`config.mk`:
```
export PLATFORM = sky130hd
export DESIGN_NAME = paula_floppy_dma_ctrl
export DESIGN_NICKNAME = d
export VERILOG_FILES = /design/src/rtl/paula_floppy_dma_ctrl_pkg.sv /design/src/rtl/paula_floppy_dma_ctrl.sv
export SDC_FILE = /design/constraint.sdc
export NUM_CORES = 1
export LEC_CHECK = 0
export ABC_AREA = 1
export CORE_MARGIN = 1
export CORE_UTILIZATION = 30
export DETAILED_ROUTE_END_ITERATION = 6
export DONT_BUFFER_PORTS = 1
export SYNTH_ARGS = -nofsm -noshare
export SYNTH_HDL_FRONTEND = slang
export SYNTH_SLANG_ARGS = --single-unit
```
`constraint.sdc`:
```
create_clock -name clk_i -period 2.4 [get_ports clk_i]
set_clock_uncertainty 0.2 [all_clocks]
set_input_delay 0.48 -clock clk_i [delete_from_list [all_inputs] [get_ports clk_i]]
set_output_delay 0.48 -clock clk_i [all_outputs]
set_load 0.1 [all_outputs]
```
`src/rtl/paula_floppy_dma_ctrl_pkg.sv`:
```
// -----------------------------------------------------------------------------
// paula_floppy_dma_ctrl_pkg
// Shared Paula floppy definitions: DSKLEN register bit positions and the
// floppy DMA controller state encoding.
// -----------------------------------------------------------------------------
package paula_floppy_dma_ctrl_pkg;

  // DSKLEN register layout
  localparam int unsigned DSKLEN_DMAEN   = 15;
  localparam int unsigned DSKLEN_WRITE   = 14;
  localparam int unsigned DSKLEN_LEN_MSB = 13;
  localparam int unsigned DSKLEN_LEN_W   = 14;

  // Floppy DMA controller states
  typedef enum logic [2:0] {
    ST_IDLE  = 3'd0,
    ST_ARMED = 3'd1,
    ST_SYNC  = 3'd2,
    ST_READ  = 3'd3,
    ST_WRITE = 3'd4,
    ST_DRAIN = 3'd5,
    ST_DONE  = 3'd6
  } dma_state_e;

endpackage

```
`src/rtl/paula_floppy_dma_ctrl.sv`:
```
// -----------------------------------------------------------------------------
// paula_floppy_dma_ctrl
// Paula floppy disk DMA sequencer. DSKLEN must be written twice with DMAEN=1
// to start a transfer; the block then requests chip-bus DMA slots and strobes
// the external FIFO until the word count runs out, raising a one-enable-cycle
// block-done interrupt at the end. A DSKLEN write with DMAEN=0 aborts at any
// time without an interrupt.
//
// Ports
//   clk_i, clk7_en_i      bus clock and the enable that advances all state
//   reset_i               synchronous active-high reset (qualified by enable)
//   dsklen_i, dsklen_wr_i DSKLEN value and write strobe
//   wordsync_en_i         read transfers wait for the sync word first
//   sync_match_i          sync word detected
//   fifo_cnt_i/empty_i    FIFO fill level / empty flag
//   dma_ack_i             DMA slot granted this cycle
//   dma_req_o             DMA slot request (combinational)
//   dma_dir_o             1 = memory-to-disk, 0 = disk-to-memory
//   fifo_rd_o/fifo_wr_o   FIFO pop / push strobes
//   fifo_reset_o          FIFO pointer clear pulse
//   int_dskblk_o          block-done interrupt
//   busy_o                controller not idle
//   len_rem_o             words remaining
// -----------------------------------------------------------------------------
module paula_floppy_dma_ctrl
  import paula_floppy_dma_ctrl_pkg::*;
#(
  parameter logic [11:0] HIWATER = 12'd1536,
  parameter logic [11:0] LOWATER = 12'd1
) (
  input  logic        clk_i,
  input  logic        clk7_en_i,
  input  logic        reset_i,
  input  logic [15:0] dsklen_i,
  input  logic        dsklen_wr_i,
  input  logic        wordsync_en_i,
  input  logic        sync_match_i,
  input  logic [11:0] fifo_cnt_i,
  input  logic        fifo_empty_i,
  input  logic        dma_ack_i,
  output logic        dma_req_o,
  output logic        dma_dir_o,
  output logic        fifo_rd_o,
  output logic        fifo_wr_o,
  output logic        fifo_reset_o,
  output logic        int_dskblk_o,
  output logic        busy_o,
  output logic [13:0] len_rem_o
);

  dma_state_e  state_q, state_d;
  logic [13:0] len_q, len_d;
  logic        dir_q, dir_d;
  logic        wr_en_s;
  logic        wr_dis_s;
  logic        xfer_s;

  // Register writes only count on enable cycles
  assign wr_en_s  = clk7_en_i & dsklen_wr_i &  dsklen_i[DSKLEN_DMAEN];
  assign wr_dis_s = clk7_en_i & dsklen_wr_i & ~dsklen_i[DSKLEN_DMAEN];

  // DMA request, FIFO strobes and interrupt for the current state
  always_comb begin
    dma_req_o    = 1'b0;
    case (state_q)
      ST_READ:  dma_req_o = (fifo_cnt_i >= LOWATER) && !fifo_empty_i;
      ST_WRITE: dma_req_o = (fifo_cnt_i < HIWATER);
      default:  dma_req_o = 1'b0;
    endcase
    if (reset_i) begin
      dma_req_o = 1'b0;
    end else begin
      dma_req_o = dma_req_o;
    end
    // An abort in the same cycle wins over a granted slot
    xfer_s       = clk7_en_i & dma_req_o & dma_ack_i & ~wr_dis_s & ~reset_i;
    fifo_rd_o    = xfer_s & (state_q == ST_READ);
    fifo_wr_o    = xfer_s & (state_q == ST_WRITE);
    int_dskblk_o = (state_q == ST_DONE) & ~reset_i & ~wr_dis_s;
  end

  // Next-state logic and FIFO clear pulse
  always_comb begin
    state_d      = state_q;
    len_d        = len_q;
    dir_d        = dir_q;
    fifo_reset_o = 1'b0;
    if (wr_dis_s) begin
      state_d      = ST_IDLE;
      fifo_reset_o = 1'b1;
    end else begin
      case (state_q)
        ST_IDLE: begin
          if (wr_en_s) begin
            state_d = ST_ARMED;
            len_d   = dsklen_i[DSKLEN_LEN_MSB:0];
            dir_d   = dsklen_i[DSKLEN_WRITE];
          end else begin
            state_d = ST_IDLE;
          end
        end
        ST_ARMED: begin
          if (wr_en_s) begin
            // A zero-length block completes without touching the FIFO
            if (len_q == 14'd0) begin
              state_d = ST_DONE;
            end else if (dir_q) begin
              state_d      = ST_WRITE;
              fifo_reset_o = 1'b1;
            end else if (wordsync_en_i) begin
              state_d      = ST_SYNC;
              fifo_reset_o = 1'b1;
            end else begin
              state_d      = ST_READ;
              fifo_reset_o = 1'b1;
            end
          end else begin
            state_d = ST_ARMED;
          end
        end
        ST_SYNC: begin
          if (clk7_en_i && sync_match_i) state_d = ST_READ;
          else                           state_d = ST_SYNC;
        end
        ST_READ, ST_WRITE: begin
          if (xfer_s && (len_q != 14'd0)) begin
            len_d = len_q - 14'd1;
            if (len_q == 14'd1) begin
              state_d = (state_q == ST_READ) ? ST_DONE : ST_DRAIN;
            end else begin
              state_d = state_q;
            end
          end else begin
            state_d = state_q;
          end
        end
        ST_DRAIN: begin
          if (clk7_en_i && fifo_empty_i) state_d = ST_DONE;
          else                           state_d = ST_DRAIN;
        end
        ST_DONE: begin
          if (clk7_en_i) state_d = ST_IDLE;
          else           state_d = ST_DONE;
        end
        default: state_d = ST_IDLE;
      endcase
    end
    if (reset_i) begin
      fifo_reset_o = clk7_en_i;
    end else begin
      fifo_reset_o = fifo_reset_o;
    end
  end

  // State, word count and direction registers, advanced on enable cycles
  always_ff @(posedge clk_i) begin
    if (clk7_en_i) begin
      if (reset_i) begin
        state_q <= ST_IDLE;
        len_q   <= 14'd0;
        dir_q   <= 1'b0;
      end else begin
        state_q <= state_d;
        len_q   <= len_d;
        dir_q   <= dir_d;
      end
    end
  end

  assign busy_o    = (state_q != ST_IDLE);
  assign dma_dir_o = dir_q;
  assign len_rem_o = len_q;

endmodule

```
## After elaboration in Yosys (flattened, before gate mapping)

Cells that the tools add are included.
W data, S select, Z words.

| word-level totals | value |
|---|---|
| bits of input ports | 36 |
| logic and storage cells | 74 |
| output and inout port bits | 21 |
| register bits after elaboration | 18 |

| operators by class | value |
|---|---|
| reductions and logical operators | 17 |
| bitwise operators | 14 |
| mux-type cells | 25 |
| add/sub/neg operators | 1 |
| order comparisons | 2 |
| equality and inequality tests | 12 |

Operators with widths:

| cell | count |
|---|---|
| $mux W14 | 3 |
| $pmux W14 S2 | 1 |
| $mux W3 | 5 |
| $pmux W3 S5 | 1 |
| $eq A14 B1 Y1 const B | 1 |
| $logic_not A14 Y1 | 1 |
| $reduce_bool A14 Y1 | 1 |
| $sub A14 B1 Y14 const B | 1 |
| $ge A12 B1 Y1 const B | 1 |
| $lt A12 B11 Y1 const B | 1 |
| $mux W1 | 12 |
| $and A1 B1 Y1 | 11 |
| $eq A3 B3 Y1 const B | 3 |
| $ne A4 B4 Y1 const B | 2 |
| $eq A3 B2 Y1 const B | 2 |
| $ne A3 B3 Y1 const B | 2 |
| $reduce_bool A3 Y1 | 2 |
| $reduce_and A5 Y1 | 1 |
| $logic_and A1 B1 Y1 | 4 |
| $mux W2 | 2 |
| $reduce_and A4 Y1 | 1 |
| $reduce_bool A2 Y1 | 2 |
| $reduce_or A2 Y1 | 2 |
| $eq A3 B1 Y1 const B | 1 |
| other kinds (6) | 8 |

## Depth between registers and ports, before layout

| logic depth | value |
|---|---|
| depth in word-level cells | 12 |
| gate-level depth with buffers | 9 |
| depth with buffers taken out | 9 |

## Least setup slack after synthesis

No wires, ideal clock.

| path | value |
|---|---|
| path kind | input port to output port |
| start | input reset_i |
| end | output int_dskblk_o |
| arrival | 3.681 ns |
| setup slack | -1.961 ns |
| stages | 4 |
| buffers on the path | 1 |
| path through | buf_2 -> inv_1 -> nand2_1 -> nor4_1 |

| between the ends | value |
|---|---|
| longest elaborated chain between the ends | 3 |

Ends and longest elaborated chain:

| what | line | text |
|---|---|---|
| start, declared | paula_floppy_dma_ctrl.sv:33 | `input logic reset_i,` |
| $not A1 Y1 | paula_floppy_dma_ctrl.sv:79 | `int_dskblk_o = (state_q == ST_DONE) & ~reset_i & ~wr_dis_s;` |
| $and A1 B1 Y1 (2 in a row) | paula_floppy_dma_ctrl.sv:79 |  |
| end, declared | paula_floppy_dma_ctrl.sv:46 | `output logic int_dskblk_o,` |

No other way between the ends.

## Worst setup path in the final report

| path | value |
|---|---|
| start | register state_q[2] |
| end | output fifo_reset_o |

| between the ends | value |
|---|---|
| longest elaborated chain between the ends | 4 |

Ends and longest elaborated chain:

| what | line | text |
|---|---|---|
| start, declared | paula_floppy_dma_ctrl.sv:51 | `dma_state_e state_q, state_d;` |
| start signal, assigned | paula_floppy_dma_ctrl.sv:163 | `state_q <= state_d;` |
| $eq A3 B1 Y1 | paula_floppy_dma_ctrl.sv:92 | `case (state_q)` |
| $mux W1 | paula_floppy_dma_ctrl.sv:92 |  |
| $mux W1 | paula_floppy_dma_ctrl.sv:88 | `if (wr_dis_s) begin` |
| $mux W1 | paula_floppy_dma_ctrl.sv:148 | `if (reset_i) begin` |
| end, declared | paula_floppy_dma_ctrl.sv:45 | `output logic fifo_reset_o,` |

No other way between the ends.

==> impl_table.tex <==
\begin{tabular}{lr}
\hline
Metric & Value \\
\hline
\multicolumn{2}{l}{\textbf{Run status}} \\
\quad Status & complete, no violations \\
\multicolumn{2}{l}{\textbf{Route}} \\
\quad Residual DRC & 0 \\
\quad Ratio of routed vias to standard cells & 5.02 \\
\quad Number of iterations in the first detailed-routing pass & 4 \\
\quad WL met3 & 280 um \\
\quad Routed wl met2 & 1730 um \\
\quad DRT Wirelength & 3720 um \\
\quad Iteration-0 DRC count of the detailed router & 59 \\
\quad Uppermost metal layer occupied by signal nets & met4 \\
\quad DRT antenna net count & 0 \\
\quad Detailed-route wire length on metal 1 & between 1500 and 2000 um \\
\quad Detailed-route wire length per cell & 12.9 um \\
\quad Vias & 1447 \\
\multicolumn{2}{l}{\textbf{Critical path}} \\
\quad Highest fanout seen on the critical path & 3 \\
\quad Worst reg-to-reg setup slack & roughly 0.28 ns \\
\quad Capture point of the worst path & fifo\_reset\_o \\
\quad Start point of the critical path & state\_q[2]\$\_SDFFCE\_PN0P\_ \\
\quad Category of the worst setup path launch point & flip-flop \\
\quad Number of cells on the worst reg-to-reg path & 8 \\
\quad Highest cell delay on the worst timing path & approximately 0.41 ns \\
\quad Critical register-to-register path startpoint & state\_q[1]\$\_SDFFCE\_PN0P\_ \\
\quad CP Data Arrival Time & roughly 1.6 ns \\
\quad Critical path required time & 1.72 ns \\
\quad Kind of end point of the critical path & output pin \\
\quad Ordered cell list for the critical path & buf\_4 -> nor4\_2 -> buf\_4 -> a21oi\_4 -> a21oi\_4 -> buf\_12 \\
\quad Cell type of the slowest stage on the worst timing path & sky130\_fd\_sc\_hd\_\_edfxtp\_1 \\
\quad Path type of the worst setup path & reg2out \\
\quad Capturing point of the worst reg2reg path & len\_rem\_o[2]\$\_SDFFCE\_PP0P\_ \\
\multicolumn{2}{l}{\textbf{Logic synthesis}} \\
\quad Post-synthesis area per instance & $\sim$7 um\^{}2 \\
\quad Sequential cell area fraction in the yosys report & 0.387 \\
\quad FFs w/ async S/R, synth & 0 \\
\quad Number of synthesized flops with an enable pin & 18 \\
\quad Most repeated cell in the gate-level netlist after synthesis & sky130\_fd\_sc\_hd\_\_nor2\_1 \\
\quad Number of warning messages in the yosys log & 0 \\
\quad Most used standard cells in the synthesized netlist & sky130\_fd\_sc\_hd\_\_nor2\_1 (40), sky130\_fd\_sc\_hd\_\_nand2\_1 (39), sky130\_fd\_sc\_hd\_\_inv\_1 (29) \\
\quad Area fraction of the dominant cell type after synthesis & 0.387 \\
\quad Most used DFF post-synth & sky130\_fd\_sc\_hd\_\_edfxtp\_1 \\
\quad Area of the mapped netlist & between 0.001 and 0.0015 mm\^{}2 \\
\quad Syn nets & 240 \\
\quad Post-synthesis sequential element count & 18 \\
\quad Synthesized instance count & just over 200 \\
\quad Cell type with the highest aggregate area in the netlist & sky130\_fd\_sc\_hd\_\_edfxtp\_1 \\
\quad Top cells by area in the synthesized netlist & sky130\_fd\_sc\_hd\_\_edfxtp\_1 (39\%), sky130\_fd\_sc\_hd\_\_nor2\_1 (11\%), sky130\_fd\_sc\_hd\_\_nand2\_1 (10\%) \\
\quad Distinct cell type count after synthesis & 25 \\
\multicolumn{2}{l}{\textbf{CTS}} \\
\quad Number of levels in the clock H-tree & 1 \\
\quad Clock tree from TritonCTS & done \\
\quad Clk slew on worst S/H paths & 0.07 ns \\
\quad Hold-fix buffers at CTS & 0 \\
\quad Max Buffers Root-to-Sink & 2 \\
\quad Clock network latency to the later pin of the worst-skew pair & 0.26 ns \\
\quad Clock sink total & 18 \\
\quad CTS buffer count & 3 \\
\quad Library cell used as clock root buffer & sky130\_fd\_sc\_hd\_\_clkbuf\_8 \\
\multicolumn{2}{l}{\textbf{GRT}} \\
\quad Global router's overall resource usage & 0.156 \\
\quad Remaining global-route overflow & 0 \\
\quad Number of global-route vias before repair & between 1000 and 1500 \\
\quad Antenna violations before repair & 0 \\
\quad Maximum number of pins on one net before global-route repair & 19 \\
\quad Wire length of the first global-routing pass & 6150 um \\
\multicolumn{2}{l}{\textbf{Die}} \\
\quad DIE AREA & 0.00494 mm\^{}2 \\
\quad Core outline area & 0.00441 mm\^{}2 \\
\quad Die height & 70.3 um \\
\quad Chip width & 70.3 um \\
\quad Boundary pin count & 57 \\
\quad Initial standard-cell utilization of the core & 0.317 \\
\quad Number of placement rows & 24 \\
\multicolumn{2}{l}{\textbf{Placed design}} \\
\quad Placement Cell Area & 0.00178 mm\^{}2 \\
\quad Pre-CTS worst setup slack & 0.158 ns \\
\quad GP Congestion & approximately 0.83 \\
\quad Placed wire-length estimate after detailed placement & 2890 um \\
\quad Port Buffer Count & 0 \\
\multicolumn{2}{l}{\textbf{Pwr}} \\
\quad Part of the power in combinational logic & 0.421 \\
\quad Maximum resistive drop on vdd & 0.342 mV \\
\quad Leakage dissipation & 0.817 nW \\
\quad Power share of the sequential group & 0.374 \\
\quad Clock network fraction of design power & 0.205 \\
\quad Switching share of power & 0.430 \\
\quad Pwr per Cell Area & 558 mW/mm\^{}2 \\
\quad P\_int & 0.615 mW \\
\quad P\_sw & $\sim$0.46 mW \\
\multicolumn{2}{l}{\textbf{Timing}} \\
\quad Setup-failing EPs final & 0 \\
\quad Ratio of final minimum period to clock period & 0.968 \\
\quad Slew @ Worst Pin & approximately 0.4 ns \\
\quad Setup repair after global routing missed its margin & no \\
\quad Headroom to the max-slew limit & 0.734 \\
\quad Final Slew Violations & 0 \\
\quad Minimum clock period after layout & 2.32 ns \\
\quad Maximum frequency from static timing analysis & approximately 430 MHz \\
\quad Number of hold violations in the final report & 0 \\
\quad Post-layout worst setup margin & 0.0777 ns \\
\multicolumn{2}{l}{\textbf{Worst hold path}} \\
\quad Tightest Hold Check Type & in2reg \\
\quad Cell depth of the worst hold path & 1 \\
\multicolumn{2}{l}{\textbf{Job}} \\
\quad Max\_cap viols & 0 \\
\multicolumn{2}{l}{\textbf{Layout}} \\
\quad Final net count & 275 \\
\quad Post-synthesis to final-layout area growth & 38.4\% \\
\quad Share of layout cells above drive strength 1 & 0.288 \\
\quad Final instance area & slightly below 0.002 mm\^{}2 \\
\quad Count of fill cells added during filler insertion & roughly 430 \\
\quad Number of diodes & 0 \\
\hline
\end{tabular}
-- placed cells by master (no fill, tap or decap) --
cell and n:
sky130_fd_sc_hd__inv_2 4, sky130_fd_sc_hd__nor4_4 1, sky130_fd_sc_hd__a31o_2 1, sky130_fd_sc_hd__nor2_1 32, sky130_fd_sc_hd__buf_4 30, sky130_fd_sc_hd__ha_4 1, sky130_fd_sc_hd__or2_2 1, sky130_fd_sc_hd__edfxtp_1 18
sky130_fd_sc_hd__a21o_2 1, sky130_fd_sc_hd__o31ai_1 2, sky130_fd_sc_hd__nor3_1 4, sky130_fd_sc_hd__o21ai_1 2, sky130_fd_sc_hd__nand2_1 33, sky130_fd_sc_hd__nand3_1 11, sky130_fd_sc_hd__o21ai_0 14, sky130_fd_sc_hd__xor2_1 1
sky130_fd_sc_hd__ha_1 1, sky130_fd_sc_hd__inv_1 25, sky130_fd_sc_hd__nor2_4 3, sky130_fd_sc_hd__clkbuf_8 3, sky130_fd_sc_hd__clkinv_1 1, sky130_fd_sc_hd__nand2_2 6, sky130_fd_sc_hd__and2_0 1, sky130_fd_sc_hd__nand2_4 1
sky130_fd_sc_hd__buf_12 5, sky130_fd_sc_hd__nor4_2 1, sky130_fd_sc_hd__a21oi_1 10, sky130_fd_sc_hd__o21a_1 1, sky130_fd_sc_hd__a21oi_4 4, sky130_fd_sc_hd__o211ai_1 4, sky130_fd_sc_hd__a21oi_2 1, sky130_fd_sc_hd__nor2_2 5
sky130_fd_sc_hd__nand4_1 2, sky130_fd_sc_hd__a31oi_1 6
-- flip-flops by register name, summed over array words and instances, names as in the netlist --
register and count:
dma_dir_o 1, state_q 3, len_rem_o 14
-- final cells by class --
class                           instances  area [um^2]  share of cell area
Tap cell                               52         65.1              0.0336
Clock buffer                            3         41.3              0.0213
Timing Repair Buffer                   35          325               0.168
Multi-Input combinational cell        150          850               0.439
Clock inverter                          1         3.75             0.00194
Inverter                               29          109              0.0563
Sequential cell                        18          541               0.279
-- routing by layer --
metal | up-vias | global-route usage
met4 | 0 | 0.0467
li1 | 750 | -
met5 | - | 0
met3 | 5 | 0.0447
met1 | 632 | 0.197
met2 | 60 | 0.256
-- per-stage QoR --
stage / utilization / setup TNS, ns / hold slack, ns / power, mW / instances
after floorplan: - / -2.95 / 0.475 / 0.757 / 202
after global placement: 0.403 / 0 / 0.486 / 0.838 / 277
after detailed placement: 0.403 / 0 / 0.481 / 0.842 / 277
after CTS: 0.421 / 0 / 0.202 / 1.07 / 285
after global routing: 0.438 / 0 / 0.203 / 1.13 / 288
final: 0.438 / 0 / 0.203 / 1.08 / 288
-- how the worst min path moves through the flow --
stage	slack, ns	to	startpoint
after CTS	0.20	dma_dir_o$_SDFFCE_PP0P_	reset_i
after global routing	0.20	dma_dir_o$_SDFFCE_PP0P_	reset_i
after detailed placement	0.48	dma_dir_o$_SDFFCE_PP0P_	reset_i
after global placement	0.49	dma_dir_o$_SDFFCE_PP0P_	reset_i
final	0.20	dma_dir_o$_SDFFCE_PP0P_	reset_i
after floorplan	0.47	dma_dir_o$_SDFFCE_PP0P_	dsklen_i[14]
-- what timing repair did --
action | 4_1_cts | 5_1_grt
pin swaps | 0 | 6
resized for setup | 3 | 14
setup buffers | 4 | 3
endpoints found under the setup margin | 2 | 3
-- worst max-delay path: cells and delay by family, from the launching register on --
kind | cells | cell delay (ns)
AOI/OAI and AO/OA | 2 | 0.18
buffers and inverters | 3 | 0.54
DFF | 1 | 0.41
and+or+nand+nor | 1 | 0.26
-- kinds of logic after synthesis --
logic type | count (synthesis) | synth area share
adders and majority gates | 2 | 0.0179
DFF | 18 | 0.387
and+or+nand+nor | 101 | 0.297
AOI/OAI and AO/OA | 46 | 0.188
buffers and inverters | 34 | 0.104
xor gates and xnor gates | 1 | 0.00627
-- power groups by stage --
| stage | sequential, mW | clock [mW] | combinational, mW |
|---|---|---|---|
| 3_5_place_dp | 0.411 | 0 | 0.430 |
| 2_1_floorplan | 0.578 | 0 | 0.179 |
| 5_1_grt | 0.409 | 0.238 | 0.487 |
| 6_report | 0.404 | 0.221 | 0.455 |
| 3_3_place_gp | 0.411 | 0 | 0.428 |
| 4_1_cts | 0.402 | 0.226 | 0.443 |
Note: power is estimated with default switching activity, not from simulation.
